===== config.mk =====
export PLATFORM = sky130hd
export DESIGN_NAME = mem_arbiter
export DESIGN_NICKNAME = d
export VERILOG_FILES = /design/src/rtl/mem_arbiter_pkg.sv /design/src/rtl/mem_arbiter.sv
export SDC_FILE = /design/constraint.sdc
export NUM_CORES = 1
export LEC_CHECK = 0
export BUFFER_PORTS_ARGS = -buffer_cell sky130_fd_sc_hd__buf_2
export CORE_MARGIN = 2
export CORE_UTILIZATION = 40
export DETAILED_ROUTE_END_ITERATION = 7
export PLACE_DENSITY = 0.7
export SLEW_MARGIN = 20
export SYNTH_ARGS = -nofsm -noshare
export SYNTH_HDL_FRONTEND = slang
export SYNTH_SLANG_ARGS = --single-unit

===== constraint.sdc =====
create_clock -name clk -period 4.3 [get_ports clk]
set_input_delay 0.86 -clock clk [delete_from_list [all_inputs] [get_ports clk]]
set_output_delay 0.86 -clock clk [all_outputs]
set_load 0.03 [all_outputs]

===== src/rtl/mem_arbiter_pkg.sv =====
// Shared types and constants for the fetch/data memory bus arbiter.
// Holds data width, arbiter state encodings and owner codes.
package mem_arbiter_pkg;

  localparam int unsigned XLEN_WIDTH = 32;

  localparam logic ARB_TRUE  = 1'b1;
  localparam logic ARB_FALSE = 1'b0;

  typedef enum logic [1:0] {
    ARB_IDLE   = 2'd0,
    ARB_BUSY_I = 2'd1,
    ARB_BUSY_D = 2'd2
  } arb_state_e;

  typedef enum logic {
    ARB_OWNER_I = 1'b0,
    ARB_OWNER_D = 1'b1
  } arb_owner_e;

  // Winner of a contended cycle is whoever did not own the bus last;
  // an uncontended request simply wins.
  function automatic arb_owner_e arb_pick(
    input logic       if_req,
    input logic       d_req,
    input arb_owner_e last
  );
    arb_owner_e w;
    w = ARB_OWNER_I;
    if (if_req && d_req) begin
      w = (last == ARB_OWNER_I) ? ARB_OWNER_D : ARB_OWNER_I;
    end else if (d_req) begin
      w = ARB_OWNER_D;
    end
    return w;
  endfunction

endpackage


===== src/rtl/mem_arbiter.sv =====
// Shares one single-port memory bus between instruction fetch and load/store.
// Ports: clk/rst; if_* fetch side; d_* data side; bus_* memory side.
module mem_arbiter
  import mem_arbiter_pkg::*;
#(
  parameter int unsigned TIMEOUT = 16
) (
  input  logic                  clk,
  input  logic                  rst,

  input  logic                  if_req,
  input  logic [XLEN_WIDTH-1:0] if_addr,
  output logic                  if_gnt,
  output logic                  if_rvalid,
  output logic                  if_err,
  output logic [XLEN_WIDTH-1:0] if_rdata,

  input  logic                  d_req,
  input  logic                  d_we,
  input  logic [XLEN_WIDTH-1:0] d_addr,
  input  logic [XLEN_WIDTH-1:0] d_wdata,
  output logic                  d_gnt,
  output logic                  d_rvalid,
  output logic                  d_err,
  output logic [XLEN_WIDTH-1:0] d_rdata,

  output logic                  bus_req,
  output logic                  bus_we,
  output logic [XLEN_WIDTH-1:0] bus_addr,
  output logic [XLEN_WIDTH-1:0] bus_wdata,
  input  logic                  bus_ack,
  input  logic [XLEN_WIDTH-1:0] bus_rdata
);

  // Timer value seen in the last BUSY cycle before abort.
  localparam logic [7:0] TMO_LAST = 8'(TIMEOUT - 1);

  arb_state_e            state_q;
  arb_owner_e            last_q;
  logic [7:0]            timer_q;

  logic                  if_gnt_q;
  logic                  if_rvalid_q;
  logic                  if_err_q;
  logic [XLEN_WIDTH-1:0] if_rdata_q;
  logic                  d_gnt_q;
  logic                  d_rvalid_q;
  logic                  d_err_q;
  logic [XLEN_WIDTH-1:0] d_rdata_q;
  logic                  bus_req_q;
  logic                  bus_we_q;
  logic [XLEN_WIDTH-1:0] bus_addr_q;
  logic [XLEN_WIDTH-1:0] bus_wdata_q;

  logic                  any_req;
  arb_owner_e            pick;
  logic                  take_i;
  logic                  take_d;
  logic                  tmo_hit;
  logic                  own_d;
  logic [XLEN_WIDTH-1:0] rd_val;

  always_comb begin
    any_req = if_req | d_req;
    pick    = arb_pick(if_req, d_req, last_q);
    take_i  = 1'b0;
    take_d  = 1'b0;
    if (state_q == ARB_IDLE && any_req) begin
      take_i = (pick == ARB_OWNER_I);
      take_d = (pick == ARB_OWNER_D);
    end
  end

  always_comb begin
    tmo_hit = (timer_q == TMO_LAST);
    own_d   = (state_q == ARB_BUSY_D);
    // Stores complete with zero read data.
    rd_val  = bus_we_q ? '0 : bus_rdata;
  end

  always_ff @(posedge clk) begin
    if (rst) begin
      state_q     <= ARB_IDLE;
      last_q      <= ARB_OWNER_I;
      timer_q     <= '0;
      if_gnt_q    <= 1'b0;
      if_rvalid_q <= 1'b0;
      if_err_q    <= 1'b0;
      if_rdata_q  <= '0;
      d_gnt_q     <= 1'b0;
      d_rvalid_q  <= 1'b0;
      d_err_q     <= 1'b0;
      d_rdata_q   <= '0;
      bus_req_q   <= 1'b0;
      bus_we_q    <= 1'b0;
      bus_addr_q  <= '0;
      bus_wdata_q <= '0;
    end else begin
      if_gnt_q    <= 1'b0;
      if_rvalid_q <= 1'b0;
      if_err_q    <= 1'b0;
      d_gnt_q     <= 1'b0;
      d_rvalid_q  <= 1'b0;
      d_err_q     <= 1'b0;

      unique case (state_q)
        ARB_IDLE: begin
          timer_q <= '0;
          if (take_d) begin
            state_q     <= ARB_BUSY_D;
            last_q      <= ARB_OWNER_D;
            d_gnt_q     <= 1'b1;
            bus_req_q   <= 1'b1;
            bus_we_q    <= d_we;
            bus_addr_q  <= d_addr;
            bus_wdata_q <= d_wdata;
          end else if (take_i) begin
            state_q     <= ARB_BUSY_I;
            last_q      <= ARB_OWNER_I;
            if_gnt_q    <= 1'b1;
            bus_req_q   <= 1'b1;
            bus_we_q    <= 1'b0;
            bus_addr_q  <= if_addr;
            bus_wdata_q <= '0;
          end
        end

        ARB_BUSY_I, ARB_BUSY_D: begin
          // Ack beats a timeout landing in the same cycle.
          if (bus_ack) begin
            if (own_d) begin
              d_rvalid_q <= 1'b1;
              d_rdata_q  <= rd_val;
            end else begin
              if_rvalid_q <= 1'b1;
              if_rdata_q  <= rd_val;
            end
            state_q     <= ARB_IDLE;
            timer_q     <= '0;
            bus_req_q   <= 1'b0;
            bus_we_q    <= 1'b0;
            bus_addr_q  <= '0;
            bus_wdata_q <= '0;
          end else if (tmo_hit) begin
            if (own_d) begin
              d_err_q   <= 1'b1;
              d_rdata_q <= '0;
            end else begin
              if_err_q   <= 1'b1;
              if_rdata_q <= '0;
            end
            state_q     <= ARB_IDLE;
            timer_q     <= '0;
            bus_req_q   <= 1'b0;
            bus_we_q    <= 1'b0;
            bus_addr_q  <= '0;
            bus_wdata_q <= '0;
          end else begin
            timer_q <= timer_q + 8'd1;
          end
        end

        default: begin
          state_q   <= ARB_IDLE;
          timer_q   <= '0;
          bus_req_q <= 1'b0;
        end
      endcase
    end
  end

  assign if_gnt    = if_gnt_q;
  assign if_rvalid = if_rvalid_q;
  assign if_err    = if_err_q;
  assign if_rdata  = if_rdata_q;
  assign d_gnt     = d_gnt_q;
  assign d_rvalid  = d_rvalid_q;
  assign d_err     = d_err_q;
  assign d_rdata   = d_rdata_q;
  assign bus_req   = bus_req_q;
  assign bus_we    = bus_we_q;
  assign bus_addr  = bus_addr_q;
  assign bus_wdata = bus_wdata_q;

endmodule


# After elaboration in Yosys (flattened, before gate mapping)
# Index checks and enable logic that the tools add are counted.
# totals
inputBits	134
ff_bits	147
out_inout_bits	136
# classes
n_addsub	1
n_eq_ne	5
reduce_logical	17
bitwise_logic	7
n_mux	40
# op_table
cell	n
$mux 32	15
$pmux 32 s2	2
$mux 1	16
$reduce_and 3->1	3
$add 8x1->8 const B	1
$eq 8x4->1 const B	1
$mux 2	4
$reduce_or 4->1	2
$ne 3x3->1 const B	2
$not 1->1	6
$reduce_bool 2->1	3
$reduce_or 3->1	2
$pmux 1 s2	2
$pmux 2 s2	1
$reduce_and 2->1	2
$reduce_or 2->1	2
$eq 2x1->1 const B	1
$eq 2x2->1 const B	1
$logic_and 1x1->1	2
$logic_not 2->1	1
$or 1x1->1	1

# Logic depth before layout (Yosys ltp)
# Gate-level depths: netlist of the first run.
# depth
depth_word	7
mapped_depth	8
ltp_nobuf	6

# Worst setup path before layout of the first run
# No wires, ideal clock.
# synth_path
path_type	input port to flip-flop
startpoint	in rst
endpoint	reg bus_wdata_q[11], in the netlist bus_wdata[11]
slack_ns	2.274
t_arrival_ns	1.952
path_stages	5
setup_time_ns	0.074
path_cell_list	clkbuf_1 -> nor4b_2 -> clkbuf_1 -> nand2_1 -> o21ai_0
# synth_rtl
element	line	source
start, declared	mem_arbiter.sv:9	input logic rst,
end signal, assigned	mem_arbiter.sv:116	bus_wdata_q <= d_wdata;
end, declared	mem_arbiter.sv:53	logic [XLEN_WIDTH-1:0] bus_wdata_q;

# Worst setup path in the final report of the first run
# layout_path
startpoint	reg state_q[1]
endpoint	reg bus_addr_q[16], in the netlist bus_addr[16]
# layout_between
elab_chain_cells	5
word_cells_on_any_way	13
cone_classes	eq/ne (4); mux (4); reduce/logical (5)
# layout_rtl
element	line	source
start, declared	mem_arbiter.sv:38	arb_state_e state_q;
start signal, assigned	mem_arbiter.sv:83	state_q <= ARB_IDLE;
start signal, assigned	mem_arbiter.sv:110	state_q <= ARB_BUSY_D;
start signal, assigned	mem_arbiter.sv:118	state_q <= ARB_BUSY_I;
$logic_not 2->1	mem_arbiter.sv:68, mem_arbiter.sv:106	
$logic_and 1x1->1	mem_arbiter.sv:68	if (state_q == ARB_IDLE && any_req) begin
$mux 1	mem_arbiter.sv:68	
$ne 3x3->1 (no line) or $mux 32 (tied branches)	-	
$reduce_and 3->1 (no line) or $pmux 32 s2 (tied branches)	-	
end signal, assigned	mem_arbiter.sv:115	bus_addr_q <= d_addr;
end signal, assigned	mem_arbiter.sv:123	bus_addr_q <= if_addr;
end, declared	mem_arbiter.sv:52	logic [XLEN_WIDTH-1:0] bus_addr_q;
# Parallel ways exist; a longest one is shown, timed or not.
# A chain may end at the register's enable or synchronous reset.

==> results of run 1 <==
-- layout by cell type, fill, tap and decap left out, drive strengths merged --
master    count
clkinvlp      5
o211ai       65
ha            4
mux2          1
a21o          1
nand2b        3
o31ai        33
nor4b         1
or2           2
nand3         4
nor2b         1
nor3b         2
mux2i        96
nand2       134
and3          4
clkbuf       19
nor2         18
xnor2         3
clkinv        4
buf         280
inv           6
o21ai        34
a21oi         3
and2          1
o221a         1
a22oi         1
bufinv        2
diode         1
xor2          3
dfxtp       147
nor3          1
nor4          1
-- synth_stat cells, types with 3 or more instances --
master    count
o211ai_1     65
o31ai_1      33
xor2_1        3
mux2i_1      96
buf_1         4
clkbuf_1     41
nand3_1       4
inv_1         4
xnor2_1       3
buf_6         3
buf_4         6
and3_1        4
nor2_1       18
nand2_1     134
ha_1          4
o21ai_0      30
buf_2         4
o21ai_1       4
dfxtp_1     147
nand2b_1      3
-- kinds of logic after synthesis --
kind of cell / after synthesis
XOR/XNOR: 6
AO/OA/AOI/OAI: 138
multiplexers: 97
flip-flops: 147
buffers and inverters: 62
adder cells (fa/ha/maj): 4
AND/OR/NAND/NOR: 172
-- worst min path at each step --
stage | slack [ns] | end | start | cells past startpoint
floorplan | 0.41 | timer_q[0]$_SDFF_PP0_ | timer_q[0]$_SDFF_PP0_ | 1
global placement | 0.43 | timer_q[0]$_SDFF_PP0_ | timer_q[0]$_SDFF_PP0_ | 1
detailed placement | 0.44 | timer_q[0]$_SDFF_PP0_ | timer_q[0]$_SDFF_PP0_ | 1
CTS | 0.45 | timer_q[0]$_SDFF_PP0_ | timer_q[0]$_SDFF_PP0_ | 1
global route | 0.47 | timer_q[0]$_SDFF_PP0_ | timer_q[0]$_SDFF_PP0_ | 1
finish | 0.44 | timer_q[0]$_SDFF_PP0_ | timer_q[0]$_SDFF_PP0_ | 1
-- flip-flops by register name (all words and copies together), names as in the netlist --
signal,flops
bus_addr,32
bus_wdata,32
d_rdata,32
if_rdata,32
timer_q,8
state_q,2
bus_req,1
bus_we,1
d_err,1
d_gnt,1
d_rvalid,1
if_err,1
if_gnt,1
if_rvalid,1
last_q,1
-- where the power goes --
| part | internal (mW) | switching [mW] | leakage, nW |
|---|---|---|---|
| logic | 0.226 | 0.486 | 2.14 |
| registers | 1.46 | 0.0472 | 1.19 |
| clock network | 0.879 | 0.590 | 0.274 |
-- area by class of cell --
class                      count  area (µm²)
multi-input combinational    417        2779
clock inverter                13       152.6
timing repair buffer         280        1441
sequential                   147        2943
clock buffer                  19       442.9
antenna                        1       2.502
inverter                       4       16.27
tap                          184       230.2
fill                        1340        6526
-- worst reg2reg max path, stage by stage, from the launching register on --
cell      delay [ns]
dfxtp_1         0.37
inv_1           0.07
ha_1            0.41
nand2b_1        0.16
a21oi_4         0.14
or2_2           0.65
buf_4           0.41
o31ai_1         0.13
-- stage by stage --
| stage | setup WS [ns] | instances |
|---|---|---|
| global route | 1.661 | 1065 |
| floorplan | 2.274 | 626 |
| detailed placement | 1.669 | 1031 |
| finish | 1.822 | 1065 |
| CTS | 1.825 | 1063 |
| global placement | 1.681 | 1031 |
-- routing by layer --
| layer | GRT usage, % | share of wire [%] | up-vias |
|---|---|---|---|
| met1 | 25.15 | 44 | 2499 |
| met2 | 31.63 | 46 | 220 |
| met4 | 7.111 | 1.4 | 2 |
| met3 | 7.179 | 9.1 | 20 |
| li1 | - | - | 2694 |
| met5 | 0 | 0.080 | - |
==> results.md, run 1 <==
- The number of DRC markers after the initial detailed-route iteration is 245.
- The number of buffers inserted by post-CTS setup repair is 0.
- The cell leakage power is 3.614 nW.
- By area the synthesized netlist is led by dfxtp_1 (49%), mux2i_1 (16%), nand2_1 (8.4%), o211ai_1 (8.2%), o31ai_1 (4.2%).
- The number of max-slew violations in the final report is 0.
- The final weighted congestion in routability-driven placement is about 0.77.
- In this design, the largest share of critical-path delay is due to simple AND/OR/NAND/NOR gates.
- The critical path crosses 7 cells after its start point.
- During placement, the flow inserted port buffers numbering 269.
- Setup total negative slack on the finished layout was measured at 0 ns.
- Synthesis produced a netlist with a net count of roughly 760.
- The maximum resistive drop on vdd is between 200 and 250 µV.
- After synthesis the netlist holds a flip-flop and latch count of between 100 and 150.
- The number of search-and-repair iterations in the first detailed-routing pass is 4.
- The biggest area contributor in the post-synthesis netlist is dfxtp_1.
- The capturing point of the worst reg2reg path is bus_addr[16]$_SDFFE_PP0P_.
- The most used flip-flop cell after synthesis is dfxtp_1.
- The final layout contains routed wiring with a total length of approximately 16000 µm.
- The clock buffer count from CTS is 17.
- The max-capacitance violation count is 0.
- The run finished with clean final reports.
- The H-tree was split into 4 levels.
- The shortest clock period the worst path allows after layout is about 2.5 ns.
- The post-CTS clock slew at the launch and capture registers of the worst setup and hold paths is approximately 0.060 ns.
- The total global-route track usage is 19.96%.
- The sum of internal, switching and leakage power is 3.685 mW.
- The data required time at the worst endpoint is 4.57 ns.
- The core region is around 0.015 mm².
- After Yosys synthesis, and, or, nand and nor cells account for about an eighth of the synthesized area.
- The highest clock frequency the design can meet is slightly above 400 MHz.
- The count of pins on the block boundary is 270.
- The peak per-stage delay on the critical path is between 0.6 and 0.7 ns.
- The initial antenna violation count is 2.
- The number of hold violations in the final report is 0.
- After synthesis, the largest family of logic cells by area is multiplexers.
- The area share of the largest cell type after synthesis is 49.32%.
- The residual DRC count is 0.
- The final-stage net count is around 1000.
- The post-synthesis async set-or-reset flop share is 0%.
- The most critical setup path has its startpoint at state_q[1]$_SDFFE_PP0P_.
- The first global-routing pass estimated 25790 µm of wire.
- Measured along the y axis, the die boundary spans around 130 µm.
- In this run the remaining antenna-violating nets after routing total 0.
- The worst-case clock buffer depth is 2.
- The via count of the first global-routing pass is approximately 5000.
- The number of instances in the synthesized netlist is between 600 and 700.
- The area growth from synthesis to layout is 34.20%.
- The final setup violation count is 0.
- The floorplan step defined a die boundary enclosing approximately 0.016 mm².
- Once layout is done, the placed cells without fillers occupy roughly 0.008 mm².
- The most critical setup path has its endpoint at bus_addr[16]$_SDFFE_PP0P_.
- Counting cells, the worst reg-to-reg path comes to 7.
- The multiplexer share of the synthesized area is between 15 and 20%.
- The part of the Yosys area used for sequential elements is roughly half.
- The count of different cell masters after synthesis is 34.
- The synthesized netlist devotes less than 1% of its cell area to XOR and XNOR gates.
- The total global routing overflow is 0.
- The worst setup path is launched from a flop.
- Averaged over all synthesized cells, the footprint is 9.532 µm².
- The total clock sinks is 147.
- Final hold analysis gives a worst-case slack of between 0.4 and 0.5 ns.
- The worst min-delay path class is flop to flop.
- The starting density of the core is around 40%.
- In this run, post-CTS repair resized a total of 0 instances.
- The slowest library cell on the worst path is or2_2.
- The total vias in the final route is 5435.
- From left edge to right edge, the die measures around 130 µm.
- The number of flops mapped to enable cells by yosys is 0.
- The mapped netlist covers 0.005967 mm².
- The average wire length per cell after detail routing is roughly 15 µm.
- After detailed placement, the total cell area comes to 0.007390 mm².
- The TritonCTS clock tree is done.
- Setup repair after global routing left no endpoint under its margin.
- After Yosys synthesis, full adders, half adders and majority gates account for less than 1% of the synthesized area.
- The post-route clock skew is 0.007854 ns.
- The arrival time at the worst endpoint is 2.74 ns.
- The share of layout cells above drive strength 1 is between 30% and 40%.
- After layout, the worst path uses between 50% and 60% of the clock period.
- Of all nets on the critical path, the largest fanout is 45.
- The worst slew margin relative to its limit is 45.79%.
- The worst-margin pin slew is 0.8131 ns.
- CTS placed an instance of clkbuf_16 at the clock tree root.
- The Yosys step of the flow raised 0 warnings.
- The classification of the worst setup path is flop to flop.
- After floorplanning, the core was divided into 44 placement rows.
- After legalization and detailed placement, the total HPWL measured roughly 11000 µm.
- Across all register-to-register paths, the minimum setup slack is roughly 1.8 ns.
- The worst setup path is captured at a flop.
- The maximum number of pins on one net before global-route repair is 71.
- The later-pin clock latency in the skew report is ~0.4 ns.
- Counting both buffers and inverters, the worst setup path holds a total of 2.
- The critical path goes through inv_1 -> ha_1 -> nand2b_1 -> a21oi_4 -> or2_2 -> buf_4 -> o31ai_1.
- The routed via count divided by cell count is approximately 5.1.
- The total of hold buffers inserted after clock tree synthesis is 0.
- The utilization after layout is 55.10%.
- The complex-gate fraction of the synthesized area is between 10% and 20%.
- For this design the ratio of total power to cell area is between 400 and 500 mW/mm².
- The beginning of the worst register-to-register path is state_q[1]$_SDFFE_PP0P_.
(Power assumes the default switching activity.)
==> run 2: changes to the inputs <==
- ABC_AREA: default -> 1
- PLACE_DENSITY: 0.7 -> 0.67
- clock period: 4.3 -> 2.52 ns (I/O delays scaled with it)
==> results.md, run 2 <==
- The switching power total is approximately 5.5 mW.
- The area growth from synthesis to layout is 29.73%.
- Of the cells placed in the final design, the portion with a size suffix greater than 1 is between 20% and 30%.
- Broken down by cell family, the worst path's largest delay share belongs to buffers and inverters.
- After clock tree synthesis, the clock-pin slew on the worst setup and hold paths is 0.06 ns.
- The most numerous cell type found on the critical path is buf_4.
- The number of cell rows is between 40 and 50.
- TritonCTS built the clock tree.
- The cell taking the most area after synthesis is dfxtp_1.
- Setup repair after global routing left no endpoint under its margin.
- TritonCTS created 17 clock buffers.
- The number of input and output port buffers inserted is between 200 and 300.
- For met1 alone, demand over resource in global routing was a little over a quarter.
- The average wire length per cell after detail routing is ~13 µm.
- The antenna diode instance count is 0.
- The multiplexer share of the synthesized area is 0%.
- The total vias in the final route is approximately 7500.
- The commonest cells after synthesis are nand2_1 (366), inv_1 (166), nor2_1 (149), dfxtp_1 (147), nand3_1 (72).
- Summed over its instances, the top area cell type makes up about two fifths of the synthesized netlist area.
- The largest family of logic cells by synthesized area is simple AND/OR/NAND/NOR gates.
- The synthesized netlist devotes less than 1% of its cell area to adder and majority cells.
- The vertical die dimension is 137.7 µm.
- The final weighted congestion in routability-driven placement is between 0.8 and 0.9.
- The worst setup margin is roughly 0.6 ns.
- The initial antenna violation count was 1.
- The final setup violation count is 0.
- The complex-gate fraction of the synthesized area is 5.456%.
- The dominant synthesized flop cell is dfxtp_1.
- Summing all non-filler instances in the final layout gives an area of about 0.0093 mm².
- The ratio of final minimum period to clock period is 76.19%.
- The post-route clock skew is slightly below 0.01 ns.
- After the last flow step, the layout net total stands at between 1500 and 2000.
- Counting the fill cells in the layout gives between 1500 and 2000.
- The critical path is of the flop to flop type.
- The number of search-and-repair iterations in the first detailed-routing pass is 4.
- The mean cell area of the mapped netlist is roughly 6.3 µm².
- The critical path capture point type is a flop.
- After Yosys synthesis, XOR and XNOR cells account for less than 1% of the synthesized area.
- By instance count, the leading cell after synthesis is nand2_1.
- The cell area that synthesis handed to floorplanning was 0.007154 mm².
- The standard cell core area is 0.01742 mm².
- The count of different cell masters after synthesis is 28.
- The number of DRC markers after the initial detailed-route iteration is ~420.
- The count of antenna-violating nets left after detailed routing is 0.
- The synthesized netlist devotes 38.56% of its cell area to simple gates.
- In this run the most used layer during global routing was met2.
- In the global route stage, met2 resource usage came out at between 30% and 40%.
- The number of hold violations in the final report is 0.
- The run finished with clean final reports.
- The worst slew margin relative to its limit is a little over three fifths.
- The maximum resistive drop on vdd is between 600 and 700 µV.
- Internal power comes to between 6 and 7 mW.
- The arrival time at the worst endpoint is around 2.2 ns.
- The slowest stage of the critical path is the buf_4 cell.
- The library cell used most frequently in the layout, excluding fill and tap cells, is nand2_1.
- The worst hold path belongs to the class primary input to flop.
- The critical path startpoint category is a flop.
- The part of the Yosys area used for sequential elements is between 40% and 50%.
- The number of max-slew violations in the final report came to 0.
- The largest single stage delay on the critical path is between 0.4 and 0.5 ns.
- In the layout the commonest cells are nand2_1 (366), buf_2 (269), inv_1 (166).
- The total die area is 0.01897 mm².
- The utilization after layout is a little over half.
- The signal on the critical path passes through inv_1 -> ha_2 -> buf_4 -> buf_4 -> nand4_1 -> nand2_1 -> nor2_1.
- The Yosys step of the flow raised 0 warnings.
- The flop and latch count out of synthesis is 147.
- The data required time at the worst endpoint is 2.83 ns.
- The clock passes through at most 2 buffers.
- Summed over all failing endpoints, the final setup total negative slack is 0 ns.
- By area the synthesized netlist is led by dfxtp_1 (41%), nand2_1 (19%), inv_1 (8.7%), nor2_1 (7.8%), nand4_1 (5.6%).
- The shortest clock period the worst path allows after layout is roughly 1.9 ns.
- The via count of the first global-routing pass is ~6600.
- The tool flagged a number of max-cap violations equal to 0.
- The clock network accounts for about a fifth of the total power.
- The met3 capacity usage during global routing is around 6.4%.
- The count of pins on the block boundary is 270.
- In this run the clock root is driven by a clkbuf_16.
- Counting flops with an async set or reset pin after synthesis yields a share of 0%.
- Summed over all layers, the global routing overflow is 0.
- At the later pin of the worst-skew pair, clock insertion delay measures between 0.4 and 0.5 ns.
- The switching part of the total is between 40% and 50%.
- The wire-length estimate of the detail-placed layout is between 10000 and 15000 µm.
- Derived from the worst setup path, the maximum achievable clock frequency is approximately 520 MHz.
- Dividing the detail-routed via count by the number of cells gives between 4 and 5.
- The number of buffers and inverters on the critical path is 3.
- Counting every instance in the synthesized netlist gives roughly 1100.
- The maximum number of pins on one net before global-route repair is 67.
- The first global-routing pass estimated approximately 32000 µm of wire.
- In this run the post-CTS setup repair buffer count came out at 0.
- The number of flops mapped to enable cells by yosys is 0.
- The cell leakage power is 5.065 nW.
- The starting density of the core is around 41%.
- The residual DRC count is 0.
- In this run, post-CTS hold repair placed 0 buffers.
- The width of the die is approximately 140 µm.
- The total global-route track usage is a little over a fifth.
- The H-tree depth is 4.
- After detailed routing, the total wire length is a little over 20000 µm.
- For this design the ratio of total power to cell area is roughly 1300 mW/mm².
- The total cell area at the placement stage is just under 0.009 mm².
- The synthesized net count is approximately 1300.
- Before CTS, the worst setup slack after placement is 0.6351 ns.
- The sequential share of power is between 20 and 30%.
- In this run, post-CTS repair resized a total of 0 instances.
- In this run the worst path has a maximum fanout of 47.
- The total clock sinks is between 100 and 150.
- Per report_power, the combinational group accounts for between 50% and 60% of the total.
- The worst-margin pin slew is 0.5503 ns.
-- run 2: per-stage QoR --
step | hold slack, ns | power [mW] | std cells
floorplan | 0.4176 | 7.767 | 1141
global placement | 0.4359 | 9.317 | 1577
detailed placement | 0.4423 | 9.359 | 1577
CTS | 0.3396 | 11.90 | 1609
global route | 0.3596 | 12.76 | 1609
finish | 0.3571 | 11.78 | 1609
-- run 2: power by group through the flow --
stage	Sequential (mW)	Combinational [mW]	Clock, mW
after floorplan	4.78	2.99	0
after global placement	3.43	5.89	0
after detailed placement	3.45	5.91	0
after CTS	3.41	5.94	2.55
after global routing	3.49	6.61	2.66
final	3.40	5.89	2.49
-- run 2: metal layers --
layer | part of all wire [%] | up-vias
met3 | 8.2 | 30
li1 | - | 3947
met5 | 0.064 | -
met4 | 2.0 | 2
met1 | 43 | 3227
met2 | 47 | 266
-- run 2: cell families after synthesis --
| family | Yosys count |
|---|---|
| DFF | 147 |
| xor gates and xnor gates | 4 |
| adders and majority gates | 4 |
| buffers and inverters | 250 |
| and+or+nand+nor | 660 |
| AOI/OAI and AO/OA | 76 |
-- run 2: layout make-up --
class	count	area, µm²	area share, %
inverters	169	636.9	6.862
well taps	225	281.5	3.033
clock buffers	17	425.4	4.583
clock inverters	15	160.2	1.726
flip-flops and latches	147	2943	31.71
multi-input cells	744	3266	35.18
repair buffers	292	1569	16.90
-- run 2: worst paths after layout --
path	from	endpoint	slack [ns]	depth (start not counted)
setup / recovery	state_q[1]$_SDFFE_PP0P_	d_rdata[13]$_SDFFE_PP0P_	0.60	7
hold / removal	rst	last_q$_SDFFE_PP0P_	0.36	2
hold reg to reg	timer_q[0]$_SDFF_PP0_	timer_q[0]$_SDFF_PP0_	0.45	1
setup reg to reg	state_q[1]$_SDFFE_PP0P_	d_rdata[13]$_SDFFE_PP0P_	0.60	7
